### config.mk
export PLATFORM = sky130hd
export DESIGN_NAME = uart_rx_fsm
export DESIGN_NICKNAME = d
export VERILOG_FILES = /design/src/rtl/uart_rx_pkg.sv /design/src/rtl/uart_rx_fsm_edge_bit_counter.sv /design/src/rtl/uart_rx_fsm.sv
export SDC_FILE = /design/constraint.sdc
export NUM_CORES = 1
export LEC_CHECK = 0
export CAP_MARGIN = 20
export CORE_MARGIN = 5
export CORE_UTILIZATION = 48
export DETAILED_ROUTE_END_ITERATION = 10
export GPL_TIMING_DRIVEN = 0
export HOLD_SLACK_MARGIN = 0.08
export PLACE_DENSITY = 0.79
export SYNTH_ARGS = -nofsm -noshare
export SYNTH_HDL_FRONTEND = slang
export SYNTH_HIERARCHICAL = 1
export SYNTH_SLANG_ARGS = --single-unit
### constraint.sdc
create_clock -name clk -period 4.1 [get_ports clk]
set_input_delay 0.82 -clock clk [delete_from_list [all_inputs] [get_ports clk]]
set_output_delay 0.82 -clock clk [all_outputs]
set_load 0.05 [all_outputs]
### src/rtl/uart_rx_pkg.sv
// Shared types and constants for the UART receiver control path.
// FSM state encoding, legal oversampling ratios and counter widths.
package uart_rx_pkg;

    typedef enum logic [2:0] {
        IDLE,
        START,
        DATA,
        PARITY,
        STOP
    } state_e;

    localparam int PRESCALE_8  = 8;
    localparam int PRESCALE_16 = 16;
    localparam int PRESCALE_32 = 32;

    localparam int BIT_CNT_W = 4;

endpackage

### src/rtl/uart_rx_fsm_edge_bit_counter.sv
// Oversample edge counter and frame bit counter for the UART receiver.
// Edge count wraps at prescale-1 and advances the bit count.
module edge_bit_counter
    import uart_rx_pkg::*;
#(
    parameter int PRESCALE_W = 6
) (
    input  logic                  clk,
    input  logic                  rst,
    input  logic                  clr,
    input  logic                  en,
    input  logic [PRESCALE_W-1:0] prescale,
    output logic [PRESCALE_W-1:0] edge_cnt,
    output logic [BIT_CNT_W-1:0]  bit_cnt,
    output logic                  end_bit
);

    assign end_bit = (edge_cnt == prescale - 1'b1);

    always_ff @(posedge clk) begin
        if (rst || clr) begin
            edge_cnt <= '0;
            bit_cnt  <= '0;
        end else if (en) begin
            if (end_bit) begin
                edge_cnt <= '0;
                bit_cnt  <= bit_cnt + 1'b1;
            end else begin
                edge_cnt <= edge_cnt + 1'b1;
            end
        end
    end

endmodule

### src/rtl/uart_rx_fsm.sv
// UART receiver control FSM: start detect, bit sequencing, checker strobes.
// Optional frame_err output enabled by defining UART_RX_FRAME_ERR_EN.
module uart_rx_fsm
    import uart_rx_pkg::*;
#(
    parameter int DATA_WIDTH = 8,
    parameter int PRESCALE_W = 6
) (
    input  logic                  clk,
    input  logic                  rst,
    input  logic                  rx_in,
    input  logic [PRESCALE_W-1:0] prescale,
    input  logic                  par_en,
    input  logic                  strt_glitch,
    input  logic                  par_err,
    input  logic                  stp_err,
    output logic                  dat_samp_en,
    output logic [PRESCALE_W-1:0] edge_cnt,
    output logic [BIT_CNT_W-1:0]  bit_cnt,
    output logic                  deser_en,
    output logic                  strt_chk_en,
    output logic                  par_chk_en,
    output logic                  stp_chk_en,
    output logic                  data_valid
`ifdef UART_RX_FRAME_ERR_EN
    ,
    output logic                  frame_err
`endif
);

    state_e state, state_nxt;

    logic                  end_bit;
    logic                  at_strobe;
    logic                  frame_ok;
    logic                  cnt_clr;
    logic                  cnt_en;
    logic [PRESCALE_W-1:0] strobe_pt;

    // Sampled bit settles two edges past mid-bit
    assign strobe_pt = (prescale >> 1) + PRESCALE_W'(2);
    assign at_strobe = (edge_cnt == strobe_pt);
    assign frame_ok  = !stp_err && (!par_en || !par_err);

    assign cnt_en  = (state != IDLE);
    assign cnt_clr = (state_nxt == IDLE);

    edge_bit_counter #(
        .PRESCALE_W(PRESCALE_W)
    ) u_cnt (
        .clk     (clk),
        .rst     (rst),
        .clr     (cnt_clr),
        .en      (cnt_en),
        .prescale(prescale),
        .edge_cnt(edge_cnt),
        .bit_cnt (bit_cnt),
        .end_bit (end_bit)
    );

    always_ff @(posedge clk) begin
        if (rst) state <= IDLE;
        else     state <= state_nxt;
    end

    always_comb begin
        state_nxt   = state;
        deser_en    = 1'b0;
        strt_chk_en = 1'b0;
        par_chk_en  = 1'b0;
        stp_chk_en  = 1'b0;
        data_valid  = 1'b0;
`ifdef UART_RX_FRAME_ERR_EN
        frame_err   = 1'b0;
`endif
        dat_samp_en = (state != IDLE);
        unique case (state)
            IDLE: begin
                if (!rx_in) state_nxt = START;
            end
            START: begin
                strt_chk_en = at_strobe;
                if (end_bit) begin
                    state_nxt = strt_glitch ? IDLE : DATA;
`ifdef UART_RX_FRAME_ERR_EN
                    frame_err = strt_glitch;
`endif
                end
            end
            DATA: begin
                deser_en = at_strobe;
                if (end_bit && bit_cnt == BIT_CNT_W'(DATA_WIDTH))
                    state_nxt = par_en ? PARITY : STOP;
            end
            PARITY: begin
                par_chk_en = at_strobe;
                if (end_bit) state_nxt = STOP;
            end
            STOP: begin
                stp_chk_en = at_strobe;
                if (end_bit) begin
                    state_nxt  = IDLE;
                    data_valid = frame_ok;
`ifdef UART_RX_FRAME_ERR_EN
                    frame_err  = !frame_ok;
`endif
                end
            end
            default: state_nxt = IDLE;
        endcase
    end

endmodule

# [After elaboration in Yosys (flattened, before gate mapping)]
# Index checks and enable logic that the tools add are counted.
[op_classes] muxes=15 n_eq_ne=7 n_addsub=4 reduce_logical=11
[op_table] cell="two-way mux 3 bit" count=6
[op_table] cell="case mux 3 bit (5 select lines)" count=1
[op_table] cell="equality test 6 bit" count=2
[op_table] cell="adder 5 x 2 -> 6 bit, second input constant" count=1
[op_table] cell="adder 6 x 1 -> 6 bit, second input constant" count=1
[op_table] cell="equality test 3 x 2 -> 1 bit, second input constant" count=2
[op_table] cell="logical NOT 3 bit" count=2
[op_table] cell="two-way mux 1 bit" count=6
[op_table] cell="two-way mux 6 bit" count=1
[op_table] cell="subtractor 6 x 1 -> 6 bit, second input constant" count=1
[op_table] cell="adder 4 x 1 -> 4 bit, second input constant" count=1
[op_table] cell="equality test 4 bit, second input constant" count=1
[op_table] cell="equality test 3 x 1 -> 1 bit, second input constant" count=1
[op_table] cell="equality test 3 bit, second input constant" count=1
[op_table] cell="logical NOT 1 bit" count=3
[op_table] cell="nonzero test 3 bit" count=1
[op_table] cell="logical AND 1 bit" count=2
[op_table] cell="logical OR 1 bit" count=2
[op_table] cell="two-way mux 2 bit" count=1
[op_table] cell="AND reduction 2 bit" count=1
[totals] input_bits=13 regBits=13 out_inout_bits=16 wordCells=40

# [Longest topological paths before layout]
[logic_depth] word_depth=7 depth_mapped=15 ltp_nobuf=15

# [Cells and area by module]
# Netlist, hierarchy kept.
[modules_own_cells] module="edge_bit_counter" area_per_inst_um2=688.2 cells_per_inst=82 instances=1 seq_area_each_um2=200.2
[modules_own_cells] module="uart_rx_fsm" area_per_inst_um2=392.9 cells_per_inst=49 instances=1 seq_area_each_um2=60.1

# [Least setup slack after synthesis]
# Ideal clock, no wire load.
[synth_path] kind="input-to-output" start="input prescale[0]" end="output data_valid" setup_slack_ns=0.015 required_time_ns=3.280 t_arrival_ns=3.265 n_path_buf=0 path_stages=8 path_cell_list="inv_1 > ha_1 > nand2b_1 > o211a_1 > o31a_1 > nor3_2 > inv_1 > a2111oi_2"
[synth_via] elab_chain_cells=4
[synth_rtl] item="start: declaration" line="uart_rx_fsm.sv:12" source="input logic [PRESCALE_W-1:0] prescale,"
[synth_rtl] item="subtractor 6 x 1 -> 6 bit" line="uart_rx_fsm_edge_bit_counter.sv:18" source="assign end_bit = (edge_cnt == prescale - 1'b1);"
[synth_rtl] item="equality test 6 bit" line="uart_rx_fsm_edge_bit_counter.sv:18"
[synth_rtl] item="net end_bit" line="uart_rx_fsm.sv:33" source="logic end_bit;"
[synth_rtl] item="two-way mux 1 bit" line="uart_rx_fsm.sv:101" source="if (end_bit) begin"
[synth_rtl] item="two-way mux 1 bit" line="uart_rx_fsm.sv:77" source="unique case (state)"
[synth_rtl] item="end: declaration" line="uart_rx_fsm.sv:24" source="output logic data_valid"
# The timed path passes the listed nets, and every way through them passes these cells.

# [Final worst setup path]
[layout_path] start="input prescale[0]" end="register u_cnt.bit_cnt[0]"
[layout_via] elab_chain_cells=7 elab_cells_between_ends=11 cone_classes="add/sub (1); eq/ne (1); mux (5); reduce/logical (4)"
[layout_rtl] item="subtractor 6 x 1 -> 6 bit *" line="uart_rx_fsm_edge_bit_counter.sv:18"
[layout_rtl] item="equality test 6 bit *" line="uart_rx_fsm_edge_bit_counter.sv:18"
[layout_rtl] item="net end_bit" line="uart_rx_fsm.sv:33"
[layout_rtl] item="logical AND 1 bit" line="uart_rx_fsm.sv:92" source="if (end_bit && bit_cnt == BIT_CNT_W'(DATA_WIDTH))"
[layout_rtl] item="two-way mux 3 bit" line="uart_rx_fsm.sv:92"
[layout_rtl] item="case mux 3 bit (5 select lines) *" line="uart_rx_fsm.sv:77"
[layout_rtl] item="logical NOT 3 bit *" line="uart_rx_fsm.sv:46" source="assign cnt_clr = (state_nxt == IDLE);"
[layout_rtl] item="net cnt_clr" line="uart_rx_fsm.sv:36" source="logic cnt_clr;"
[layout_rtl] item="logical OR 1 bit *" line="uart_rx_fsm_edge_bit_counter.sv:21" source="if (rst || clr) begin"
[layout_rtl] item="end signal: assignment" line="uart_rx_fsm_edge_bit_counter.sv:27" source="bit_cnt <= bit_cnt + 1'b1;"
[layout_rtl] item="end: declaration" line="uart_rx_fsm_edge_bit_counter.sv:14" source="output logic [BIT_CNT_W-1:0] bit_cnt,"
# Mark *: on every way through the listed nets, which the timed path passes. The rest lies on a longest branch.
# A chain may end at the register's enable or synchronous reset.

==> results.yml <==
status:
  status: "completed"
route:
  drc: 0
  viasPerCell: 5.819
  drt_iter0_drc: 20
  wl_per_cell_um: 14.87
  postRouteAntennaNets: 0
  wirelength_um: 2870
  vias: 1123
  drtPass1Iterations: 4
grt:
  overflow: 0
  antenna_found_initial: 0
  grt_pass1_vias: 1065
  grt_max_degree: 13
  grt_usage_pct: 18.79
  grt_pass1_wl_um: 4919
cells_and_area:
  drive_gt1_share_pct: 12.12
  fin_cells: 193
  multiInputGateArea_sq_um: 782.0
  seq_area_sq_um: 260.3
  num_antenna_cells: 0
  fin_nets: 183
  area_delta_synth_final_pct: 33.33
  final.fill_count: 195
  utilization_pct: 65.79
clock_tree:
  root_buffer: "clkbuf_4"
  htreeDepth: 1
  cts_buffers: 3
  cts_tree: "done"
  cts_hold_buf: 0
  clock_path_buffers: 2
  cts.sinks: 13
  clk_pin_slew_ps: 70
  clkLatencyLatePin_ps: 280
yosys:
  synth_area_sq_mm: 0.001081
  synth.most_common_cell: "dfxtp_1"
  ys_async_sr_fraction_pct: 0
  synth-seq-cells: 13
  synth_top_area_share_pct: 24.07
  yosys_warnings: 6
  syn-instance-count: 131
  synth_area_per_cell_sq_um: 8.252
  yosysTopAreaCell: "dfxtp_1"
  synth_cell_types: 46
  synth_edf_count: 0
  synthFlopType: "dfxtp_1"
  synth_area_leaders: "dfxtp_1 24%, xnor2_1 6.5%, xor2_1 5.7%, ha_1 4.6%, nand3_1 3.7%"
  ys_seq_area_share_pct: 24.07
  syn_nets: 148
sta:
  worst_pin_slew_ps: 504.1
  maxClockFrequency_ghz: 0.2544
  finalCriticalPeriod_ps: 3931
  finClkSkew_ps: 6.141
  final-hold-violation-count: 0
  fin_crit_sh_pct: 95.88
  maxSlewHeadroom_pct: 66.29
  drv_slew: 0
  setup_viol: 0
critical_path:
  cp-start-kind: "input port"
  crit_type: "input port to register"
  required_ps: 4320
  end_kind: "register"
  reg2reg_depth: 11
  crit_path_max_fanout: 12
  arrival_ps: 4160
floorplan:
  rows: 17
  die_w_um: 57.46
  io_pins: 29
  core-area_sq_mm: 0.002191
  dieArea_sq_mm: 0.003301
  dieHeight_um: 57.46
  start_util_pct: 49.34
power:
  leakage_uw: 0.0005573
  powerDensity_mw_per_mm2: 206.3
  ir_drop_mv: 0.2013
  finalPower_uw: 297.3
hold_path:
  min_path_type: "register to register"
  worstHoldPathCells: 2
placement:
  gp_congestion: 0.8117
  hpwl_um: 2146
  numPlacedInstances: 187
  port_buffers: 28
job:
  drv_cap: 0
==> worst paths after layout <==
kind                                  start                       endpoint  slack, ps
max                             prescale[0]  u_cnt/bit_cnt[0]$_SDFFE_PP0P_        170
min           u_cnt/bit_cnt[3]$_SDFFE_PP0P_  u_cnt/bit_cnt[3]$_SDFFE_PP0P_        520
min reg2reg   u_cnt/bit_cnt[3]$_SDFFE_PP0P_  u_cnt/bit_cnt[3]$_SDFFE_PP0P_        520
max reg2reg  u_cnt/edge_cnt[5]$_SDFFE_PP0P_  u_cnt/bit_cnt[0]$_SDFFE_PP0P_       1210
==> kinds of logic (layout without fill, tap and decap cells) <==
| kind of cell | after synthesis | after routing | share of synthesized area, % |
|---|---|---|---|
| adder cells (fa/ha/maj) | 4 | 4 | 4.630 |
| AO/OA/AOI/OAI | 29 | 29 | 19.91 |
| AND/OR/NAND/NOR | 59 | 59 | 34.14 |
| buffers and inverters | 10 | 44 | 4.166 |
| multiplexers | 1 | 1 | 0.9260 |
| XOR/XNOR | 15 | 15 | 12.15 |
| flip-flops | 13 | 13 | 24.07 |
==> layer usage <==
layer	global-route usage, %	wire length, um	up-vias
met5	0	0	-
met1	24.36	1234	509
met2	30.16	1383	47
li1	-	-	558
met3	5.204	202	9
met4	5.629	50	0
==> timing repair <==
action | in CTS | in global routing
setup endpoints to repair | 12 | 7
pin swaps | 1 | 1
gates resized for setup | 9 | 7
setup buffers | 1 | 1
cloned | 0 | 0
==> power by group <==
| part | leakage [uW] | total, uW | internal, uW | switching, uW |
|---|---|---|---|---|
| registers | 0.000105 | 130 | 128 | 2.25 |
| logic | 0.000437 | 85.9 | 37.7 | 48.2 |
| clock network | 0.0000150 | 81.3 | 37.8 | 43.4 |
==> area by class of cell <==
type	instances	area share (%)
inverters	6	1.563
flip-flops and latches	13	18.06
well taps	28	2.431
multi-input cells	108	54.25
clock buffers	4	1.823
repair buffers	30	20.23
plain buffers	4	1.649
==> placed cells by master, fill, tap and decap left out, types with 3 or more instances in the layout <==
| cell type | synthesis | routed |
|---|---|---|
| a211oi_1 | 3 | 3 |
| nor2_1 | 8 | 8 |
| nor3_1 | 6 | 6 |
| nand3b_1 | 4 | 4 |
| ha_1 | 4 | 4 |
| xnor2_1 | 8 | 8 |
| xor2_1 | 7 | 7 |
| o21ai_0 | 8 | 8 |
| nand2_1 | 8 | 8 |
| clkbuf_4 | 0 | 3 |
| dfxtp_1 | 13 | 13 |
| nand3_1 | 8 | 8 |
| clkbuf_1 | 3 | 3 |
| dlygate4sd2_1 | 0 | 4 |
| clkdlybuf4s50_1 | 0 | 23 |
| nand2b_1 | 3 | 3 |
| a21oi_1 | 4 | 4 |
| inv_1 | 6 | 6 |
| nand4_1 | 3 | 3 |
==> worst max-delay path, stage by stage <==
cell	delay (ps)
clkdlybuf4s50_1	580
inv_1	70
ha_1	260
nand2b_1	180
o211a_1	150
o31a_1	290
nor3_4	230
buf_6	200
nand2_2	80
o32ai_2	300
nor4_2	100
or2_2	330
or4b_1	480
nand2_1	90
==> flip-flops by register name, summed over array words and instances (netlist names) <==
name / count
state: 3
u_cnt/edge_cnt: 6
u_cnt/bit_cnt: 4
==> metrics by stage <==
stage	setup TNS, ps	area [sq um]	worst slack, ps	hold WS, ps
after floorplan	0	1081	14.56	559.6
after global placement	-3387	1396	-916.4	489.0
after detailed placement	-4826	1396	-996.8	504.6
after CTS	0	1433	4.061	514.8
after global routing	-4.959	1441	-4.959	561.8
final	0	1441	169.0	523.4
Power figures use the tool's default switching activity.
